<file path="src/rtl/rsa_pkg.sv">
//==== rsa_pkg -- shared job type for the RSA job buffer | rev 1.0 ====
`default_nettype none

package rsa_pkg;

  localparam int RSA_WIDTH = 32;

  typedef struct packed {
    logic [RSA_WIDTH-1:0] n;
    logic [RSA_WIDTH-1:0] d;
    logic [RSA_WIDTH-1:0] c;
  } rsa_job_t;

endpackage

`default_nettype wire

</file>
<file path="src/rtl/rsa_job_fifo_if.sv">
//==== rsa_job_fifo_if -- loader/core handshake and status bundle | rev 1.0 ====
`default_nettype none

interface rsa_job_fifo_if #(
  parameter int WIDTH = 32,
  parameter int DEPTH = 32
);
  localparam int CW = $clog2(DEPTH + 1);

  logic             flush;
  logic             in_valid;
  logic             in_ready;
  logic [WIDTH-1:0] in_n;
  logic [WIDTH-1:0] in_d;
  logic [WIDTH-1:0] in_c;
  logic             out_valid;
  logic             out_ready;
  logic [WIDTH-1:0] out_n;
  logic [WIDTH-1:0] out_d;
  logic [WIDTH-1:0] out_c;
  logic [CW-1:0]    count;
  logic             full;
  logic             empty;
  logic             ovf_err;

  modport master (
    output flush, in_valid, in_n, in_d, in_c, out_ready,
    input  in_ready, out_valid, out_n, out_d, out_c, count, full, empty, ovf_err
  );

  modport slave (
    input  flush, in_valid, in_n, in_d, in_c, out_ready,
    output in_ready, out_valid, out_n, out_d, out_c, count, full, empty, ovf_err
  );

endinterface

`default_nettype wire

</file>
<file path="src/rtl/rsa_fifo_ctrl.sv">
//==== rsa_fifo_ctrl -- pointers, occupancy, status and overflow flag | rev 1.0 ====
`default_nettype none

module rsa_fifo_ctrl #(
  parameter  int DEPTH = 32,
  localparam int CW    = $clog2(DEPTH + 1),
  localparam int PW    = (DEPTH > 1) ? $clog2(DEPTH) : 1
) (
  input  wire logic          clk,
  input  wire logic          rst,
  input  wire logic          i_flush,
  input  wire logic          i_push_req,
  input  wire logic          i_pop_req,
  output logic               o_wr_en,
  output logic [PW-1:0]      o_wr_ptr,
  output logic [PW-1:0]      o_rd_ptr,
  output logic [CW-1:0]      o_count,
  output logic               o_full,
  output logic               o_empty,
  output logic               o_ovf_err
);

  logic [PW-1:0] r_wr_ptr;
  logic [PW-1:0] r_rd_ptr;
  logic [CW-1:0] r_count;
  logic          r_ovf_err;
  logic          w_full;
  logic          w_empty;
  logic          w_push;
  logic          w_pop;

  assign w_full  = (r_count == CW'(DEPTH));
  assign w_empty = (r_count == '0);
  assign w_push  = i_push_req && !w_full;
  assign w_pop   = i_pop_req && !w_empty;

  always_ff @(posedge clk or posedge rst) begin
    if (rst) begin
      r_wr_ptr  <= '0;
      r_rd_ptr  <= '0;
      r_count   <= '0;
      r_ovf_err <= 1'b0;
    end else if (i_flush) begin
      r_wr_ptr  <= '0;
      r_rd_ptr  <= '0;
      r_count   <= '0;
      r_ovf_err <= 1'b0;
    end else begin
      // Explicit wrap so non-power-of-two depths work
      if (w_push)
        r_wr_ptr <= (r_wr_ptr == PW'(DEPTH - 1)) ? '0 : r_wr_ptr + 1'b1;
      if (w_pop)
        r_rd_ptr <= (r_rd_ptr == PW'(DEPTH - 1)) ? '0 : r_rd_ptr + 1'b1;
      if (w_push && !w_pop)
        r_count <= r_count + 1'b1;
      else if (w_pop && !w_push)
        r_count <= r_count - 1'b1;
      if (i_push_req && w_full)
        r_ovf_err <= 1'b1;
    end
  end

  assign o_wr_en   = w_push && !i_flush;
  assign o_wr_ptr  = r_wr_ptr;
  assign o_rd_ptr  = r_rd_ptr;
  assign o_count   = r_count;
  assign o_full    = w_full;
  assign o_empty   = w_empty;
  assign o_ovf_err = r_ovf_err;

endmodule

`default_nettype wire

</file>
<file path="src/rtl/rsa_job_fifo.sv">
//==== rsa_job_fifo -- show-ahead FIFO of RSA {n,d,c} decryption jobs | rev 1.0 ====
`default_nettype none

module rsa_job_fifo
  import rsa_pkg::*;
#(
  parameter int WIDTH = RSA_WIDTH,
  parameter int DEPTH = 32
) (
  input wire logic      clk,
  input wire logic      rst,
  rsa_job_fifo_if.slave bus
);

  localparam int PW = (DEPTH > 1) ? $clog2(DEPTH) : 1;

  rsa_job_t      r_mem [DEPTH];
  rsa_job_t      w_head;
  logic          w_wr_en;
  logic [PW-1:0] w_wr_ptr;
  logic [PW-1:0] w_rd_ptr;

  rsa_fifo_ctrl #(
    .DEPTH (DEPTH)
  ) u_ctrl (
    .clk        (clk),
    .rst        (rst),
    .i_flush    (bus.flush),
    .i_push_req (bus.in_valid),
    .i_pop_req  (bus.out_ready),
    .o_wr_en    (w_wr_en),
    .o_wr_ptr   (w_wr_ptr),
    .o_rd_ptr   (w_rd_ptr),
    .o_count    (bus.count),
    .o_full     (bus.full),
    .o_empty    (bus.empty),
    .o_ovf_err  (bus.ovf_err)
  );

  // Storage carries no reset; occupancy alone decides what is visible
  always_ff @(posedge clk) begin
    if (w_wr_en)
      r_mem[w_wr_ptr] <= '{n: RSA_WIDTH'(bus.in_n),
                           d: RSA_WIDTH'(bus.in_d),
                           c: RSA_WIDTH'(bus.in_c)};
  end

  assign w_head        = r_mem[w_rd_ptr];
  assign bus.in_ready  = !bus.full;
  assign bus.out_valid = !bus.empty;
  assign bus.out_n     = bus.empty ? '0 : WIDTH'(w_head.n);
  assign bus.out_d     = bus.empty ? '0 : WIDTH'(w_head.d);
  assign bus.out_c     = bus.empty ? '0 : WIDTH'(w_head.c);

endmodule

`default_nettype wire

</file>
<file path="src/flat_wrapper.sv">
// flat-port wrapper written by rule: the top's interface ports become plain ports
module rsa_job_fifo_flat import rsa_pkg::*;
#(
  parameter int WIDTH = RSA_WIDTH,
  parameter int DEPTH = 32
)
  (clk, rst, bus_flush, bus_in_valid, bus_in_n, bus_in_d, bus_in_c, bus_out_ready, bus_in_ready, bus_out_valid, bus_out_n, bus_out_d, bus_out_c, bus_count, bus_full, bus_empty, bus_ovf_err);
  rsa_job_fifo_if #(.WIDTH(WIDTH), .DEPTH(DEPTH)) bus_i ();
  input wire logic clk;
  input wire logic rst;
  input wire logic [$bits(bus_i.flush)-1:0] bus_flush;
  input wire logic [$bits(bus_i.in_valid)-1:0] bus_in_valid;
  input wire logic [$bits(bus_i.in_n)-1:0] bus_in_n;
  input wire logic [$bits(bus_i.in_d)-1:0] bus_in_d;
  input wire logic [$bits(bus_i.in_c)-1:0] bus_in_c;
  input wire logic [$bits(bus_i.out_ready)-1:0] bus_out_ready;
  output wire logic [$bits(bus_i.in_ready)-1:0] bus_in_ready;
  output wire logic [$bits(bus_i.out_valid)-1:0] bus_out_valid;
  output wire logic [$bits(bus_i.out_n)-1:0] bus_out_n;
  output wire logic [$bits(bus_i.out_d)-1:0] bus_out_d;
  output wire logic [$bits(bus_i.out_c)-1:0] bus_out_c;
  output wire logic [$bits(bus_i.count)-1:0] bus_count;
  output wire logic [$bits(bus_i.full)-1:0] bus_full;
  output wire logic [$bits(bus_i.empty)-1:0] bus_empty;
  output wire logic [$bits(bus_i.ovf_err)-1:0] bus_ovf_err;
  assign bus_i.flush = bus_flush;
  assign bus_i.in_valid = bus_in_valid;
  assign bus_i.in_n = bus_in_n;
  assign bus_i.in_d = bus_in_d;
  assign bus_i.in_c = bus_in_c;
  assign bus_i.out_ready = bus_out_ready;
  assign bus_in_ready = bus_i.in_ready;
  assign bus_out_valid = bus_i.out_valid;
  assign bus_out_n = bus_i.out_n;
  assign bus_out_d = bus_i.out_d;
  assign bus_out_c = bus_i.out_c;
  assign bus_count = bus_i.count;
  assign bus_full = bus_i.full;
  assign bus_empty = bus_i.empty;
  assign bus_ovf_err = bus_i.ovf_err;
  rsa_job_fifo #(.WIDTH(WIDTH), .DEPTH(DEPTH)) u_core (.clk(clk), .rst(rst), .bus(bus_i));
endmodule
</file>
<file path="config.mk">
export PLATFORM = sky130hd
export DESIGN_NAME = rsa_job_fifo_flat
export DESIGN_NICKNAME = d
export VERILOG_FILES = /design/src/rtl/rsa_pkg.sv /design/src/rtl/rsa_job_fifo_if.sv /design/src/rtl/rsa_fifo_ctrl.sv /design/src/rtl/rsa_job_fifo.sv /design/src/flat_wrapper.sv
export SDC_FILE = /design/constraint.sdc
export NUM_CORES = 2
export LEC_CHECK = 0
export ABC_CLOCK_PERIOD_IN_PS = 7700
export BUFFER_PORTS_ARGS = -buffer_cell sky130_fd_sc_hd__buf_2
export CORE_ASPECT_RATIO = 1.1
export CORE_MARGIN = 8
export CORE_UTILIZATION = 30
export DETAILED_ROUTE_END_ITERATION = 10
export GPL_ROUTABILITY_DRIVEN = 0
export PLACE_DENSITY_LB_ADDON = 0.3
export SYNTH_ARGS = -nofsm -noshare
export SYNTH_HDL_FRONTEND = slang
export SYNTH_SLANG_ARGS = --single-unit
export TNS_END_PERCENT = 10
</file>
<file path="constraint.sdc">
create_clock -name clk -period 7.7 [get_ports clk]
set_input_delay 1.925 -clock clk [delete_from_list [all_inputs] [get_ports clk]]
set_output_delay 1.925 -clock clk [all_outputs]
set_load 0.005 [all_outputs]
</file>
-- Word-level counts from Yosys, hierarchy flattened
Memories as Yosys holds them, arrays and structs flattened.
Cells that the tools add are included.
- flip-flop bits (word level): 17
- bits in writable memories: 3072
- input bits: 101
- output and inout port bits: 107
- logic and storage cells: 44
- memories: 1
- memory list (memory ; words ; width ; read ports ; clocked after memory_dff ; wr ports ; RTL line ; source):
    u_core.r_mem ; 32 ; 96 ; 1 ; 0 ; 1 ; rsa_job_fifo.sv:17 ; rsa_job_t r_mem [DEPTH];
- add/sub/neg operators: 4
- equality and inequality tests: 3
- multiplexer cells: 16
- reduce and logical (&&, ||, !) cells: 16
- operator list (kind ; number):
    $mux W32 ; 3
    $mux W5 ; 6
    $mux W6 ; 3
    $add A5 B1 Y5 const B ; 2
    $eq A5 B5 Y1 const B ; 2
    $add A6 B1 Y6 const B ; 1
    $eq A6 B6 Y1 const B ; 1
    $logic_and A1 B1 Y1 ; 6
    $logic_not A6 Y1 ; 1
    $reduce_bool A2 Y1 ; 3
    $sub A6 B1 Y6 const B ; 1
    $logic_not A1 Y1 ; 5
    $mux W1 ; 4
    $reduce_bool A3 Y1 ; 1

-- Longest topological paths before layout
- depth in word-level cells: 8
- gate-level depth with buffers: 10

-- By module
A second synthesis with hierarchy kept.
- cell total of the unflattened synthesis: 5026
- area total of the unflattened synthesis: 117418.9 µm²
- modules (own cells, without submodules) (module ; times used ; cells an instance ; area an instance (µm²)):
    rsa_job_fifo ; 1 ; 4911 ; 116310.3
    rsa_fifo_ctrl ; 1 ; 115 ; 1108.6

-- Worst setup path after synthesis
OpenSTA, ideal clock, no wires.
- path kind: input to register
- from: in bus_flush
- to: mem u_core.r_mem[29][0] (netlist name) (enable)
- arrival: 6797 ps
- path slack: 351 ps
- stages on the path: 4
- path through: clkbuf_1 a311oi_1 nand2_1 nor2_1
- word-level cells in the longest chain between the ends: 4
- ends and longest elaborated chain (what ; RTL line ; source):
    from (decl) ; flat_wrapper.sv:11 ; input wire logic [$bits(bus_i.flush)-1:0] bus_flush;
    $logic_not A1 Y1 ; rsa_fifo_ctrl.sv:63 ; assign o_wr_en = w_push && !i_flush;
    $logic_and A1 B1 Y1 ; rsa_fifo_ctrl.sv:63 ;
    $mux W1 ; rsa_job_fifo.sv:42 ; if (w_wr_en)
    $mux W1 (implied by the code) ; rsa_job_fifo.sv:43 ; r_mem[w_wr_ptr] <= '{n: RSA_WIDTH'(bus.in_n),
    to (decl) ; rsa_job_fifo.sv:17 ;
No other way between the ends.

-- Worst setup path in the final report
- from: reg u_core.u_ctrl.r_count[0] (netlist: u_core.u_ctrl.o_count[0])
- to: out bus_out_d[31]
- word-level cells in the longest chain between the ends: 2
- ends and longest elaborated chain (what ; RTL line ; source):
    from (decl) ; rsa_fifo_ctrl.sv:25 ; logic [CW-1:0] r_count;
    from (signal assigned) ; rsa_fifo_ctrl.sv:55 ; r_count <= r_count + 1'b1;
    from (signal assigned) ; rsa_fifo_ctrl.sv:57 ; r_count <= r_count - 1'b1;
    $logic_not A6 Y1 ; rsa_fifo_ctrl.sv:33 ; assign w_empty = (r_count == '0);
    $mux W32 ; rsa_job_fifo.sv:52 ; assign bus.out_d = bus.empty ? '0 : WIDTH'(w_head.d);
    to (decl) ; flat_wrapper.sv:20 ; output wire logic [$bits(bus_i.out_d)-1:0] bus_out_d;
No other way between the ends.

==> results.cfg <==
[outcome]
outcome = finished, final reports clean

[clocking]
cts_buffer_depth = 4
clk_latency_ns = 0.88
h-tree-depth = 5
cts_setup_buffers = 0
root_buffer = clkbuf_16
cts_inserted_buffers = 305
cts_tree = yes
ctsResizeCount = 0
path_clk_slew_ns = 0.06
cts_hold_buf = 0
cts.sinks = 3089

[detailed_routing]
drc = 0
drtIter0Drc = 5106
vias_per_cell = 5.06
wl_per_cell_um = 30.2
dr.pass1.iters = 5
dr_total_vias = 54804
postRouteWirelength_mm = 326
postRouteAntennaNets = 0

[synthesis]
syn_inst = 4963
synth_ff_type = edfxtp_1
syn_nets = 5076
synth-edff-count = 3072
synth.top_cell.area_share_pct = 78.8
yosysWarnings = 0
synthDistinctLibCells = 58
yosysMostFrequentCell = edfxtp_1
async_reset_ff_share_pct = 0.550
ys_ff_latch = 3089
synthTopCellsByCount = edfxtp_1, mux4_2, a22oi_1
yosysTopAreaCell = edfxtp_1
synth-seq-area-share_pct = 79.2
syn_area_per_cell_um2 = 23.6
synth_area_leaders = edfxtp_1, mux4_2, a22oi_1, a21oi_1, buf_2
syn_area_um2 = 117000

[global_route]
grt_overflow = 0
use_met1_pct = 19.2
grtUsageTotal_pct = 15.4
grt_pass1_wl_mm = 456
grt_use_met3_pct = 2.16
grt_use_met2_pct = 27.8
busiest_layer = met2
grt_pass1_vias = 57581
grt_antenna_before_repair = 65
grt_max_degree = 135

[critical_path]
max_stage_delay_ns = 0.89
endpoint_kind = output pin
cp_num_buf_inv = 2
critPathMaxFanout = 28
cp_data_arrival_time_ns = 4.45
r2r_slack_ns = 3.45
critPathLaunchType = flop
worstPathCellList = or3_1 > o31ai_4 > buf_4 > a21oi_1 > or2_1 > buf_2
worst-setup-path-type = reg -> out
cp.required_ns = 5.78
crit_family = simple AND/OR/NAND/NOR gates
cp_slowest_cell = o31ai_4

[timing]
relSlewSlack_pct = 14.5
grt_setup_unrepaired = false
fin_setup_tns_ns = 0
finalWorstSetupSlack_ns = 1.32
fin_crit_ns = 6.38
hold_slack_ns = 0.513
hold_violations = 0
drv_slew = 0
setup_violations = 0
tightest_slew_ns = 1.28
skew_ns = 0.0461
timing.fmax_ghz = 0.157
post-route-period-util_pct = 82.9

[placement]
dp_hpwl_mm = 166
io_buffer_count = 207
pre_cts_slack_ns = 1.98

[floorplanning]
die_area_um2 = 410000
core_um2 = 389000
start_util_pct = 30.1
pin_count = 208
die-width_um = 612
die_y_um = 671
num_rows = 240

[job]
max_cap_violations = 0

[layout]
fin_nets = 5454
areaGrowthSynthToFinish_pct = 15.1
drive_gt1_share_pct = 28.2
utilization_pct = 34.7

[pwr]
power.density_nw_per_um2 = 275
leakagePower_nw = 40.0
vdd_ir_drop_max_mv = 0.214

[min_path]
hp-class = reg -> reg
## tightest hold or removal path, stage by stage (launching register included)
cell     delay (ns)
dfrtp_1        0.34
a21oi_1        0.04
nor2_1         0.09
## cell type report
cell class              instances  area (um^2)
diodes                         56          140
clock buffers                 392         8180
clock inverters               137         1020
fillers                     35926       254000
inverters                      13         48.8
multi-input cells            1579        23100
flip-flops and latches       3089        92700
well taps                    5203         6510
repair buffers                353         3000
## placed cells by master, fill, tap and decap left out, types with 6 or more instances in the layout
cell       count
a211oi_1       6
ha_1          11
o21ai_0        8
mux4_2       768
inv_6          9
nor2_1        11
o22ai_1       50
a22oi_1      268
a21oi_1      149
o21a_1         6
o221ai_1      31
nor2_4        33
mux2i_1       49
a31oi_1        6
bufinv_16     14
clkbuf_16    315
inv_1         12
clkinv_1      66
dfrtp_1       13
clkinv_2      40
buf_12        69
nor3_1         9
clkbuf_1      76
o32a_1         8
buf_2        207
diode_2       56
nand3_1        8
nand2_1       23
or2_1         65
edfxtp_1    3072
buf_4         77
## final timing paths
| kind | from | to | cells past startpoint |
|---|---|---|---|
| setup reg to reg | u_core.u_ctrl.o_count[0]$_DFFE_PP0P_ | u_core.r_mem[13][20]$_DFFE_PP_ | 6 |
| min in group asynchronous | rst | u_core.u_ctrl.o_count[1]$_DFFE_PP0P_ | 2 |
| hold / removal | u_core.u_ctrl.o_ovf_err$_DFFE_PP0P_ | u_core.u_ctrl.o_ovf_err$_DFFE_PP0P_ | 2 |
| hold reg to reg | u_core.u_ctrl.o_ovf_err$_DFFE_PP0P_ | u_core.u_ctrl.o_ovf_err$_DFFE_PP0P_ | 2 |
| max in group asynchronous | rst | u_core.u_ctrl.o_rd_ptr[1]$_DFFE_PP0P_ | 2 |
| setup / recovery | u_core.u_ctrl.o_count[0]$_DFFE_PP0P_ | bus_out_d[31] | 6 |
## power by group
| group | internal [mW] | total (mW) | switching, mW |
|---|---|---|---|
| Clock | 7.96 | 14.1 | 6.15 |
| Sequential | 18.6 | 18.7 | 0.0884 |
| Combinational | 1.84 | 4.20 | 2.37 |
| Total | 28.4 | 37.0 | 8.61 |
## state kept, by name (all words and copies together) (netlist names)
name	count
u_core.u_ctrl.o_count	6
u_core.r_mem	3072
u_core.u_ctrl.o_ovf_err	1
u_core.u_ctrl.o_wr_ptr	5
u_core.u_ctrl.o_rd_ptr	5
## metrics by stage
| step | total power [mW] | cells | instance area (um^2) |
|---|---|---|---|
| 2_1_floorplan | 21.7 | 4963 | 117000 |
| 3_3_place_gp | 23.4 | 10237 | 125000 |
| 3_5_place_dp | 23.4 | 10237 | 125000 |
| 4_1_cts | 37.5 | 10766 | 135000 |
| 5_1_grt | 38.2 | 10814 | 135000 |
| 6_report | 37.0 | 10822 | 135000 |
## logic make-up (layout without fill, tap and decap cells)
kind of cell / count (synthesis) / in the layout / synth area share, %
compound gates: 561 / 561 / 3.30
fa+ha+maj: 12 / 12 / 0.135
buf+inv: 295 / 895 / 1.32
flops: 3089 / 3089 / 79.2
mux: 822 / 822 / 15.2
other cells: 0 / 56 / 0
simple gates: 184 / 184 / 0.840
## metal layers
| metal | vias to the layer above | wire (um) | share of wire (%) |
|---|---|---|---|
| met5 | - | 151 | 0.046 |
| met4 | 24 | 9640 | 3.0 |
| met3 | 443 | 15200 | 4.7 |
| met2 | 1553 | 171000 | 52 |
| met1 | 30512 | 130000 | 40 |
| li1 | 22272 | - | - |
Note: power is estimated with default switching activity, not from simulation.
